[config.mk]
export PLATFORM = sky130hd
export DESIGN_NAME = noise_stage_controller
export DESIGN_NICKNAME = d
export VERILOG_FILES = /design/src/rtl/noise_stage_controller.sv
export SDC_FILE = /design/constraint.sdc
export NUM_CORES = 1
export LEC_CHECK = 0
export ABC_AREA = 1
export CORE_MARGIN = 8
export CORE_UTILIZATION = 45
export CTS_CLUSTER_SIZE = 40
export DETAILED_ROUTE_END_ITERATION = 12
export GPL_TIMING_DRIVEN = 1
export PLACE_DENSITY = 0.78
export SLEW_MARGIN = 10
export SYNTH_ARGS = -nofsm -noshare
export SYNTH_HDL_FRONTEND = slang
export SYNTH_SLANG_ARGS = --single-unit
[constraint.sdc]
create_clock -name clk -period 12.3 [get_ports clk]
set_input_delay 2.46 -clock clk [delete_from_list [all_inputs] [get_ports clk]]
set_output_delay 2.46 -clock clk [all_outputs]
set_load 0.05 [all_outputs]
[src/rtl/noise_stage_controller.sv]
// noise_stage_controller
// Noise-detection stage of a switching median filter. It takes one 3x3 window
// at a time and flags salt/pepper pixels. A clean centre pixel passes straight
// through. A noisy centre goes to the external median unit, and an all-noisy
// window reuses the last pixel that was sent downstream.
module noise_stage_controller #(
    parameter int DW         = 8,
    parameter int SALT_VAL   = 255,
    parameter int PEPPER_VAL = 0,
    parameter int CNT_W      = 20
) (
    input  logic             clk,
    input  logic             rst,
    input  logic             in_valid,
    output logic             in_ready,
    input  logic [DW-1:0]    X0,
    input  logic [DW-1:0]    X1,
    input  logic [DW-1:0]    X2,
    input  logic [DW-1:0]    X3,
    input  logic [DW-1:0]    X4,
    input  logic [DW-1:0]    X5,
    input  logic [DW-1:0]    X6,
    input  logic [DW-1:0]    X7,
    input  logic [DW-1:0]    X8,
    output logic             med_valid,
    input  logic             med_ready,
    output logic [8:0]       med_mask,
    input  logic             med_done,
    input  logic [DW-1:0]    med_result,
    output logic             out_valid,
    input  logic             out_ready,
    output logic [DW-1:0]    out_pixel,
    output logic             out_filt,
    input  logic             stat_clr,
    output logic [CNT_W-1:0] noisy_cnt
);

    localparam logic [2:0] IDLE     = 3'd0;
    localparam logic [2:0] DETECT   = 3'd1;
    localparam logic [2:0] MED_REQ  = 3'd2;
    localparam logic [2:0] MED_WAIT = 3'd3;
    localparam logic [2:0] OUT      = 3'd4;

    localparam logic [DW-1:0] SALT_C   = DW'(SALT_VAL);
    localparam logic [DW-1:0] PEPPER_C = DW'(PEPPER_VAL);

    logic [2:0]       state_q, state_d;
    logic [DW-1:0]    win_q [9];
    logic [DW-1:0]    xIn [9];
    logic             loadWin;
    logic [8:0]       mask;
    logic [8:0]       mask_q, mask_d;
    logic [DW-1:0]    pix_q, pix_d;
    logic             filt_q, filt_d;
    logic [DW-1:0]    last_q, last_d;
    logic [CNT_W-1:0] cnt_q, cnt_d;

    assign xIn[0] = X0;
    assign xIn[1] = X1;
    assign xIn[2] = X2;
    assign xIn[3] = X3;
    assign xIn[4] = X4;
    assign xIn[5] = X5;
    assign xIn[6] = X6;
    assign xIn[7] = X7;
    assign xIn[8] = X8;

    // Handshake outputs are pure state decodes, so no input reaches them combinationally.
    assign in_ready  = (state_q == IDLE);
    assign med_valid = (state_q == MED_REQ);
    assign out_valid = (state_q == OUT);
    assign med_mask  = mask_q;
    assign out_pixel = pix_q;
    assign out_filt  = filt_q;
    assign noisy_cnt = cnt_q;

    // Noise mask of the captured window: a pixel is noisy if it holds a salt or pepper code.
    always_comb begin
        mask = '0;
        for (int i = 0; i < 9; i++) begin
            mask[i] = (win_q[i] == SALT_C) || (win_q[i] == PEPPER_C);
        end
    end

    // Next-state and datapath decisions for the window sequencer.
    always_comb begin
        state_d = state_q;
        mask_d  = mask_q;
        pix_d   = pix_q;
        filt_d  = filt_q;
        last_d  = last_q;
        cnt_d   = cnt_q;
        loadWin = 1'b0;
        case (state_q)
            IDLE: begin
                if (in_valid) begin
                    loadWin = 1'b1;
                    state_d = DETECT;
                end
            end
            DETECT: begin
                if (!mask[4]) begin
                    pix_d   = win_q[4];
                    filt_d  = 1'b0;
                    state_d = OUT;
                end else if (mask == 9'h1FF) begin
                    pix_d   = last_q;
                    filt_d  = 1'b1;
                    state_d = OUT;
                end else begin
                    mask_d  = mask;
                    state_d = MED_REQ;
                end
                if (mask[4] && (cnt_q != '1)) begin
                    cnt_d = cnt_q + 1'b1;
                end
            end
            MED_REQ: begin
                if (med_ready) begin
                    state_d = MED_WAIT;
                end
            end
            MED_WAIT: begin
                if (med_done) begin
                    pix_d   = med_result;
                    filt_d  = 1'b1;
                    state_d = OUT;
                end
            end
            OUT: begin
                if (out_ready) begin
                    last_d  = pix_q;
                    state_d = IDLE;
                end
            end
            default: state_d = IDLE;
        endcase
        // A clear has priority over an increment in the same cycle.
        if (stat_clr) begin
            cnt_d = '0;
        end
    end

    // Control and result registers; reset abandons any in-flight request.
    always_ff @(posedge clk or posedge rst) begin
        if (rst) begin
            state_q <= IDLE;
            mask_q  <= '0;
            pix_q   <= '0;
            filt_q  <= 1'b0;
            last_q  <= '0;
            cnt_q   <= '0;
        end else begin
            state_q <= state_d;
            mask_q  <= mask_d;
            pix_q   <= pix_d;
            filt_q  <= filt_d;
            last_q  <= last_d;
            cnt_q   <= cnt_d;
        end
    end

    // Window capture on an accepted handshake.
    always_ff @(posedge clk or posedge rst) begin
        if (rst) begin
            for (int i = 0; i < 9; i++) begin
                win_q[i] <= '0;
            end
        end else if (loadWin) begin
            for (int i = 0; i < 9; i++) begin
                win_q[i] <= xIn[i];
            end
        end
    end

endmodule

==> results by group <==
Clock network
  • CTS tree: yes
  • Total CTS buffers: 17
  • H-tree depth: 4
  • CTS Root Buffer Type: clkbuf_16
  • Clk buf depth: 2
  • CTS Sinks: 121
  • Hold buffer count at cts: 0
  • Resized Gates After CTS: 0
  • Clk_lat worst skew: 0.42 ns
  • CTS clk-pin slew, worst paths: 0.06 ns
  • Setup bufs post-CTS: 0

Synthesis
  • Largest family of logic cells by synthesized area: simple AND/OR/NAND/NOR gates
  • Synthesized instance count: 640
  • Top cells by count, synth: nand2_1 (171), dfrtp_1 (121), nor2_1 (88), mux2_2 (68), inv_1 (37)
  • Most common cell in the netlist: nand2_1
  • Post-Synthesis Net Count: 728
  • Sequential cell area fraction in the yosys report: 51.5%
  • Mapped Area: 0.00588 mm²
  • Post-Synth Adder-Cell Area: 0.213%
  • Post-synth ARST share: 100%
  • Synth top area share: 51.5%
  • Post-Synth XOR/XNOR Area: 2.38%
  • Avg Cell Area, Syn: 9.19 µm²
  • Yosys synthesis warning count: 0
  • EDFF count, synth: 0
  • Synth top area cells: dfrtp_1 (51%), mux2_2 (13%), nand2_1 (11%), nor2_1 (5.6%), nand3_1 (2.7%)
  • Yosys reg bits: 121
  • Post-synth cell types: 33
  • Main flop type after synthesis: dfrtp_1
  • Compound-Gate Fraction of Synth Area: 3.85%
  • Simple-Gate Fraction of Synth Area: 24.8%
  • Mux contribution to synthesized area: 13.0%
  • Post-synth top area cell: dfrtp_1

Drt
  • DR iter-0 viols: 304
  • Via Count: 4814
  • Post-DRT Antenna Nets: 0
  • WL final: 14500 µm
  • First drt pass iteration count: 4
  • DRC violations left: 0
  • Average wire per standard cell: 15.2 µm
  • DR vias/cell: 5.04

Hold path
  • Hold Crit Class: reg2reg

Setup path
  • CP required: 9.84 ns
  • Crit start category: flop
  • Crit-path max cell delay: 0.88 ns
  • CP Data Arrival Time: 2.08 ns
  • Worst-path fanout max: 6
  • CP max stage cell: clkdlybuf4s50_1
  • Delay-heaviest family, CP: buffers and inverters
  • Crit Path Class: reg2out
  • Crit-path cells: nor3_1 -> clkdlybuf4s50_1
  • WP buf/inv: 1
  • Crit end category: output port

Final layout
  • Layout cells sized above 1: 15.2%
  • Sequential Area: 0.00303 mm²
  • Area occupied by multi-input gates: 0.00261 mm²
  • Filler instances: 1098
  • Post-route insts no fill: 956
  • Number of inserted diodes: 0
  • Nets@finish: 859
  • Area grow syn2layout: 34.7%

STA
  • Max_slew headroom: 37.8%
  • Final hold vios: 0
  • Count of pins over their slew limit: 0
  • Min cycle time layout: 4.54 ns
  • Fraction of the cycle the final worst path needs: 36.9%
  • Final setup violation count: 0
  • RSZ-0062 raised after global routing: no
  • Fmax: 220 MHz
  • Least-Margin Pin Slew: 0.933 ns
  • Final setup TNS: 0 ns
  • Worst hold slack: 0.480 ns
  • Slack of the critical path: 7.76 ns
  • Final Skew: 0.0120 ns

Floorplan
  • Die height: 130 µm
  • Die ar.: 0.0170 mm²
  • Starting density of the core: 46.4%
  • Core box area: 0.0127 mm²
  • Die width: 130 µm
  • Row count: 41
  • Boundary Pins: 128

Placement
  • Placed cell count: 924
  • Dpl ws: 7.96 ns
  • HPWL after DPL: 10500 µm
  • Port-buffer cells: 127
  • Routability Congestion: 0.902

Global route
  • GRT overflow: 0
  • Largest net degree at the start of global routing: 79
  • Vias in the first global route: 5004
  • All-layer global routing usage: 18.0%
  • Global-route wire length before repair: 23800 µm
  • Antenna violations before repair: 2

Power and ir drop
  • Static leakage: 3.46 nW
  • Power Dens Cells: 216 mW/mm²
  • Max IR drop VDD: 0.110 mV

Job
  • Number of max-cap violations: 0

Status
  • Status: finished clean
## routing by layer
| layer | track usage (%) | part of all wire, % |
|---|---|---|
| met1 | 21.4 | 42 |
| met2 | 29.8 | 49 |
| met3 | 5.51 | 6.8 |
| met4 | 7.83 | 1.5 |
| met5 | 0 | 0.18 |
## path summary, 6_finish.rpt
check	depth (start not counted)	startpoint	slack, ns	end
worst max-delay path	2	state_q[0]	7.76	out_valid
worst min-delay path	2	med_mask[4]	0.48	med_mask[4]
worst max register to register	10	win_q[55]	9.86	out_pixel[2]
worst min register to register	2	med_mask[4]	0.48	med_mask[4]
max in group asynchronous	3	rst	8.49	win_q[24]
min in group asynchronous	2	rst	2.50	last_q[2]
## report_power, final
part | leakage (nW) | switching [mW] | internal, mW | total (mW)
combinational | 1.67 | 0.269 | 0.244 | 0.513
sequential | 1.48 | 0.114 | 0.554 | 0.668
clock | 0.314 | 0.170 | 0.359 | 0.529
## placed cells by master, fill, tap and decap left out, types with 2 or more instances in the layout
cell type          n
a21oi_1           16
bufinv_16          4
clkbuf_1           3
clkbuf_16         17
clkbuf_8           4
clkdlybuf4s50_1  127
clkinv_2           4
dfrtp_1          121
inv_1             36
inv_2              4
mux2_2            68
nand2_1          170
nand2_2            3
nand2_4            4
nand3_1           32
nand4_1           16
nor2_1            88
nor3_1            11
nor3_2             3
o21ai_0            7
o21ai_1           10
o31ai_1            7
xnor2_1            2
xor2_1            14
## worst register-to-register path: stages (launching register included)
cell	delay [ns]
dfrtp_1	0.39
nor2_1	0.13
nand2_1	0.06
o21ai_0	0.33
nand2_1	0.09
nor2_1	0.14
nand2_2	0.14
nand2_1	0.58
nand3_4	0.28
nand2_1	0.12
nand2_1	0.06
## through the flow
step	area [µm²]	utilization, %	power, mW
2_1_floorplan	5880	-	1.04
3_3_place_gp	7290	57.6	1.16
3_5_place_dp	7290	57.6	1.19
4_1_cts	7930	62.5	1.73
5_1_grt	7930	62.5	1.81
6_report	7930	62.5	1.71
## cell families after synthesis
family,Yosys count
AOI/OAI and AO/OA,41
xor gates and xnor gates,16
adders and majority gates,1
buffers and inverters,58
DFF,121
muxes,68
and+or+nand+nor,335
## state kept, by name, indices dropped and copies added (netlist names)
register,count
noisy_cnt,20
out_pixel,8
med_mask,9
state_q,3
win_q,72
out_filt,1
last_q,8
## cell type report
| cell class | instances | share of cell area [%] |
|---|---|---|
| sequential | 121 | 38.2 |
| timing repair buffer | 128 | 16.1 |
| clock buffer | 24 | 6.20 |
| clock inverter | 8 | 1.77 |
| inverter | 42 | 2.02 |
| multi-input combinational | 461 | 32.9 |
| tap | 172 | 2.72 |
Note: power is estimated with default switching activity, not from simulation.
